--- src/rtl/pipe_hazard_ctrl_pkg.sv ---
// Shared types for the pipeline hazard controller: forwarding selects and
// the data-memory wait FSM state encoding.
package pipe_ctrl_pkg;

  typedef enum logic [1:0] {
    FWD_RF  = 2'b00,
    FWD_WB  = 2'b01,
    FWD_MEM = 2'b10
  } fwd_sel_e;

  typedef enum logic [1:0] {
    IDLE = 2'b00,
    WAIT = 2'b01,
    ERR  = 2'b10
  } dmem_state_e;

  localparam int DEF_REGW        = 5;
  localparam int DEF_MEM_TIMEOUT = 16;

endpackage

--- src/rtl/pipe_hazard_ctrl_dmem_wait_fsm.sv ---
// Data-memory access sequencer: holds dmem_req until ack, counts wait cycles
// and latches a sticky error when the ack never arrives.
module dmem_wait_fsm
  import pipe_ctrl_pkg::*;
#(
  parameter int MEM_TIMEOUT = DEF_MEM_TIMEOUT
) (
  input  logic        clk,
  input  logic        reset,
  input  logic        memop_i,
  input  logic        dmem_ack_i,
  output logic        memstall_o,
  output logic        dmem_req_o,
  output logic        mem_err_o,
  output dmem_state_e state_o
);

  localparam int CNTW = $clog2(MEM_TIMEOUT + 1);
  localparam logic [CNTW-1:0] CNT_MAX = CNTW'(MEM_TIMEOUT);
  localparam logic [CNTW-1:0] CNT_ONE = CNTW'(1);

  dmem_state_e     state_q, state_d;
  logic [CNTW-1:0] cnt_q, cnt_d;

  always_ff @(posedge clk) begin
    if (reset) begin
      state_q <= IDLE;
      cnt_q   <= '0;
    end else begin
      state_q <= state_d;
      cnt_q   <= cnt_d;
    end
  end

  // Stall is combinational so an ack releases the pipe in the cycle it arrives.
  always_comb begin
    state_d    = state_q;
    cnt_d      = cnt_q;
    memstall_o = 1'b0;
    dmem_req_o = 1'b0;
    case (state_q)
      IDLE: begin
        dmem_req_o = memop_i;
        if (memop_i && !dmem_ack_i) begin
          memstall_o = 1'b1;
          cnt_d      = CNT_ONE;
          state_d    = WAIT;
        end
      end
      WAIT: begin
        dmem_req_o = 1'b1;
        if (dmem_ack_i) begin
          cnt_d   = '0;
          state_d = IDLE;
        end else begin
          memstall_o = 1'b1;
          if (cnt_q == CNT_MAX) begin
            state_d = ERR;
          end else begin
            cnt_d = cnt_q + CNT_ONE;
          end
        end
      end
      ERR: begin
        memstall_o = 1'b1;
      end
      default: begin
        state_d = IDLE;
        cnt_d   = '0;
      end
    endcase
  end

  assign mem_err_o = (state_q == ERR);
  assign state_o   = state_q;

endmodule

--- src/rtl/pipe_hazard_ctrl.sv ---
// Hazard controller for the 5-stage pipeline: forwarding selects, load-use and
// branch stalls, flushes, and the memory-wait freeze merged into stage controls.
module pipe_hazard_ctrl
  import pipe_ctrl_pkg::*;
#(
  parameter int REGW        = DEF_REGW,
  parameter int MEM_TIMEOUT = DEF_MEM_TIMEOUT
) (
  input  logic            clk,
  input  logic            reset,
  input  logic [REGW-1:0] rs_D,
  input  logic [REGW-1:0] rt_D,
  input  logic [REGW-1:0] rs_E,
  input  logic [REGW-1:0] rt_E,
  input  logic [REGW-1:0] writereg_E,
  input  logic [REGW-1:0] writereg_M,
  input  logic [REGW-1:0] writereg_W,
  input  logic            regwrite_E,
  input  logic            regwrite_M,
  input  logic            regwrite_W,
  input  logic            memtoreg_E,
  input  logic            memtoreg_M,
  input  logic            memwrite_M,
  input  logic            branch_D,
  input  logic            pcsrc_D,
  input  logic            dmem_ack,
  output logic [1:0]      forwarda_E,
  output logic [1:0]      forwardb_E,
  output logic            forwarda_D,
  output logic            forwardb_D,
  output logic            stall_F,
  output logic            stall_D,
  output logic            stall_E,
  output logic            stall_M,
  output logic            flush_D,
  output logic            flush_E,
  output logic            flush_W,
  output logic            dmem_req,
  output logic            mem_err,
  output dmem_state_e     dbg_mem_state
);

  fwd_sel_e    fwd_a, fwd_b;
  logic        fwd_a_d, fwd_b_d;
  logic        lwstall, brstall, memop_m;
  logic        memstall, fsm_req, fsm_err;
  logic        front_stall;
  dmem_state_e fsm_state;

  // M-stage result is newer than W, so it wins when both match.
  always_comb begin
    fwd_a = FWD_RF;
    if (rs_E != '0 && rs_E == writereg_M && regwrite_M) begin
      fwd_a = FWD_MEM;
    end else if (rs_E != '0 && rs_E == writereg_W && regwrite_W) begin
      fwd_a = FWD_WB;
    end
  end

  always_comb begin
    fwd_b = FWD_RF;
    if (rt_E != '0 && rt_E == writereg_M && regwrite_M) begin
      fwd_b = FWD_MEM;
    end else if (rt_E != '0 && rt_E == writereg_W && regwrite_W) begin
      fwd_b = FWD_WB;
    end
  end

  assign fwd_a_d = (rs_D != '0) && (rs_D == writereg_M) && regwrite_M;
  assign fwd_b_d = (rt_D != '0) && (rt_D == writereg_M) && regwrite_M;

  assign lwstall = memtoreg_E && ((rt_E == rs_D) || (rt_E == rt_D));
  assign brstall = branch_D &&
                   ((regwrite_E && ((writereg_E == rs_D) || (writereg_E == rt_D))) ||
                    (memtoreg_M && ((writereg_M == rs_D) || (writereg_M == rt_D))));
  assign memop_m = memtoreg_M | memwrite_M;

  dmem_wait_fsm #(
    .MEM_TIMEOUT(MEM_TIMEOUT)
  ) u_dmem_wait_fsm (
    .clk        (clk),
    .reset      (reset),
    .memop_i    (memop_m),
    .dmem_ack_i (dmem_ack),
    .memstall_o (memstall),
    .dmem_req_o (fsm_req),
    .mem_err_o  (fsm_err),
    .state_o    (fsm_state)
  );

  assign front_stall = memstall | lwstall | brstall;

  // Every output is forced low while reset is asserted, including comb paths.
  always_comb begin
    forwarda_E    = reset ? 2'b00 : fwd_a;
    forwardb_E    = reset ? 2'b00 : fwd_b;
    forwarda_D    = !reset && fwd_a_d;
    forwardb_D    = !reset && fwd_b_d;
    stall_F       = !reset && front_stall;
    stall_D       = !reset && front_stall;
    stall_E       = !reset && memstall;
    stall_M       = !reset && memstall;
    flush_W       = !reset && memstall;
    flush_E       = !reset && (lwstall | brstall) && !memstall;
    flush_D       = !reset && pcsrc_D && !front_stall;
    dmem_req      = !reset && fsm_req;
    mem_err       = !reset && fsm_err;
    dbg_mem_state = reset ? IDLE : fsm_state;
  end

endmodule

--- config.mk ---
export PLATFORM = sky130hd
export DESIGN_NAME = pipe_hazard_ctrl
export DESIGN_NICKNAME = d
export VERILOG_FILES = /design/src/rtl/pipe_hazard_ctrl_pkg.sv /design/src/rtl/pipe_hazard_ctrl_dmem_wait_fsm.sv /design/src/rtl/pipe_hazard_ctrl.sv
export SDC_FILE = /design/constraint.sdc
export NUM_CORES = 1
export LEC_CHECK = 0
export ABC_AREA = 0
export CAP_MARGIN = 10
export CORE_ASPECT_RATIO = 1.4
export CORE_MARGIN = 5
export CORE_UTILIZATION = 36
export DETAILED_ROUTE_END_ITERATION = 10
export PLACE_DENSITY = 0.88
export SYNTH_ARGS = -nofsm -noshare
export SYNTH_HDL_FRONTEND = slang
export SYNTH_HIERARCHICAL = 1
export SYNTH_SLANG_ARGS = --single-unit
--- constraint.sdc ---
create_clock -name clk -period 1.95 [get_ports clk]
set_clock_uncertainty 0.2 [all_clocks]
set_input_delay 0.39 -clock clk [delete_from_list [all_inputs] [get_ports clk]]
set_output_delay 0.39 -clock clk [all_outputs]
set_load 0.02 [all_outputs]
==> impl_metrics.json <==
{
  "wl_met1_um": 1990,
  "clockBufferDepth": 2,
  "r2r_slack_ps": 280,
  "grt-ovfl-total": 0,
  "cp-end-kind": "output pin",
  "die_x_um": 59.2,
  "routed_wl_um": 5900,
  "path_class": "primary input to output pin",
  "min-delay-start": "u_dmem_wait_fsm/cnt_q[4]",
  "drt_iter0_markers": 113,
  "vias": 1629,
  "min_path_cells": 1,
  "topRoutingLayerUsed": "met4",
  "slew_headroom": 0.794,
  "power_density_mw_per_mm2": 331,
  "syn_nets": 205,
  "crit_path_top_delay_cell": "a32o_2",
  "row_count": 25,
  "start_util": 0.368,
  "wl_met3_um": 206,
  "numCtsBuffers": 3,
  "synth-seq-area-share": 0.115,
  "drive_gt1_frac": 0.654,
  "viasPerCell": 5.48,
  "ys_types": 42,
  "yosysWarnings": 6,
  "path_cells": "buf_8 -> xor2_2 -> nor3_2 -> a32o_2 -> o31ai_4 -> buf_6 -> a31oi_4 -> buf_6",
  "crit_fanout": 3,
  "max_freq_mhz": 438,
  "ys_ff_latch": 7,
  "critPathMaxStageDelay_ps": 250,
  "gp_congestion": 0.853,
  "reg2reg_from": "u_dmem_wait_fsm/cnt_q[0]",
  "synth_edf_count": 0,
  "cellLeakagePower_nw": 1.14,
  "async_flop_share": 0,
  "slew_violations": 0,
  "pre_cts_ws_ps": -1250,
  "grt_usage": 0.225,
  "r2r_end": "u_dmem_wait_fsm/cnt_q[2]",
  "path_clk_slew_ps": 40,
  "yosysTopAreaCellShare": 0.187,
  "synth_cells": 157,
  "nets": 306,
  "crit_arrival_ps": 1690,
  "wl_per_cell_um": 19.9,
  "die_h_um": 78.9,
  "rsz0062_at_grt": "yes",
  "fin_crit_sh": 1.17,
  "synth_largest_area_cell": "xnor2_1",
  "cts_tree": "built",
  "syn_avg_cell_area_sq_um": 7.77,
  "final_hold_viol_count": 0,
  "hold_class": "flop to flop",
  "hpwlAfterDp_um": 3500,
  "status": "finished, violations left",
  "setup-tns-final_ps": -2680,
  "clockRootBuffer": "clkbuf_8",
  "yosys-top-cells-area": "xnor2_1, xor2_1, dfxtp_1",
  "period_minus_slack_ps": 2280,
  "violations": "setup timing",
  "core_sq_mm": 0.00332,
  "wl_met2_um": 3510,
  "grt_pass1_vias": 1732,
  "areaGrowthSynthToFinish_pct": 128,
  "htreeDepth": 1,
  "ir_worst_vdd_uv": 305,
  "rr_worst_depth": 6,
  "yosysMostFrequentCell": "xnor2_1",
  "grt_pass1_wl_um": 8140,
  "setup_violations": 11,
  "crit_buf_inv": 3,
  "portBuffers": 62,
  "synth_common_cells": "xnor2_1, xor2_1, nor2_1, nand2_1",
  "tightest_slew_ps": 306,
  "utilization": 0.839,
  "crit_top_cell": "buf_6",
  "maxCapViolations": 0,
  "io_pins": 63,
  "ant_nets": 0,
  "netlist_area_sq_mm": 0.00122,
  "drc": 0,
  "firstDrtPassIters": 4,
  "antenna_cells": 0,
  "setup_ws_ps": -331,
  "grt_max_degree": 10,
  "cp.required_ps": 1360,
  "cts_sinks": 7,
  "start_kind": "primary input",
  "die-area_sq_mm": 0.00467,
  "insertion_delay_ps": 230,
  "cp_top_family": "compound AO/OA/AOI/OAI gates",
  "antenna_found_initial": 0,
  "yosys_most_used_dff": "dfxtp_1",
  "whs_endpoint": "u_dmem_wait_fsm/cnt_q[4]"
}
report_power, final:
group	total (mW)	leakage [nW]	internal, mW	switching, mW
sequential	0.153	0.0578	0.148	0.00514
clock	0.212	0.0228	0.142	0.0703
combinational	0.554	1.06	0.294	0.260
per-layer routing:
layer  GRT usage  vias up
met1       0.222      815
met4      0.0998        0
li1            -      736
met2       0.449       57
met3      0.0146       21
met5           0        -
how the worst max path moves through the flow:
stage	startpoint	end	slack, ps	cells past startpoint
floorplan	rt_E[2]	forwardb_E[0]	-250	5
global placement	writereg_M[0]	stall_D	-1220	8
detailed placement	writereg_M[0]	stall_D	-1250	8
CTS	rt_E[1]	forwardb_E[0]	-330	6
global route	rt_D[0]	stall_D	-390	8
finish	rt_D[0]	stall_D	-330	8
cell type report:
class	instances	area, sq um
sequential	7	143
timing repair buffer	106	1020
clock buffer	4	45.0
inverter	5	21.3
fill	166	534
tap	40	50.0
multi-input combinational	135	1500
layout by cell type, fill, tap and decap left out, types with 2 or more instances in the layout:
cell             netlist  final
nor3_2                 0      3
xnor2_1               26     12
xor2_1                25      9
clkbuf_2               0      3
nand3_1                5      3
nor2_4                 0      5
nor2_1                13      8
o21ai_2                0      2
or4_4                  1      4
clkdlybuf4s50_1        0      9
dlygate4sd2_1          0      3
nand2_1                8      6
buf_4                  3     37
buf_6                  1     36
buf_12                 0      3
a21oi_1                2      2
ha_1                   2      2
nor4_4                 0      6
nor2b_1                7      5
inv_1                  5      4
buf_8                  0      6
buf_2                  5      7
clkbuf_8               0      3
nor3b_2                2      3
dfxtp_2                0      2
nor2b_4                0      2
xnor2_2                0     14
dfxtp_1                7      5
xor2_2                 0     15
nand3_2                0      2
a311oi_1               2      2
nand4_1                4      4
metrics by stage:
step | std cells | cell area (sq um) | total power [mW] | hold WS (ps)
floorplan | 157 | 1360 | 0.351 | 235
global placement | 283 | 2210 | 0.550 | 260
global route | 297 | 2780 | 0.955 | 319
finish | 297 | 2780 | 0.920 | 293
detailed placement | 283 | 2210 | 0.560 | 271
CTS | 292 | 2620 | 0.855 | 279
sequential cells by signal, indices dropped and copies added, names as in the netlist:
register / count
u_dmem_wait_fsm/cnt_q: 5
u_dmem_wait_fsm/state_o: 2
cell families (layout without fill, tap and decap cells):
kind of cell,count (synthesis),in the layout,share of synthesized area
adders and majority gates,2,2,0.0205
xor gates and xnor gates,51,51,0.366
muxes,1,1,0.00821
buffers and inverters,15,115,0.0667
and+or+nand+nor,64,64,0.310
DFF,7,7,0.115
AOI/OAI and AO/OA,17,17,0.114
what timing repair did:
item	CTS	global route
setup buffers	6	5
pin swaps	59	31
endpoints found under the setup margin	21	15
hold buffers	0	0
cloned	0	0
resized for setup	318	36
Power figures use the tool's default switching activity.
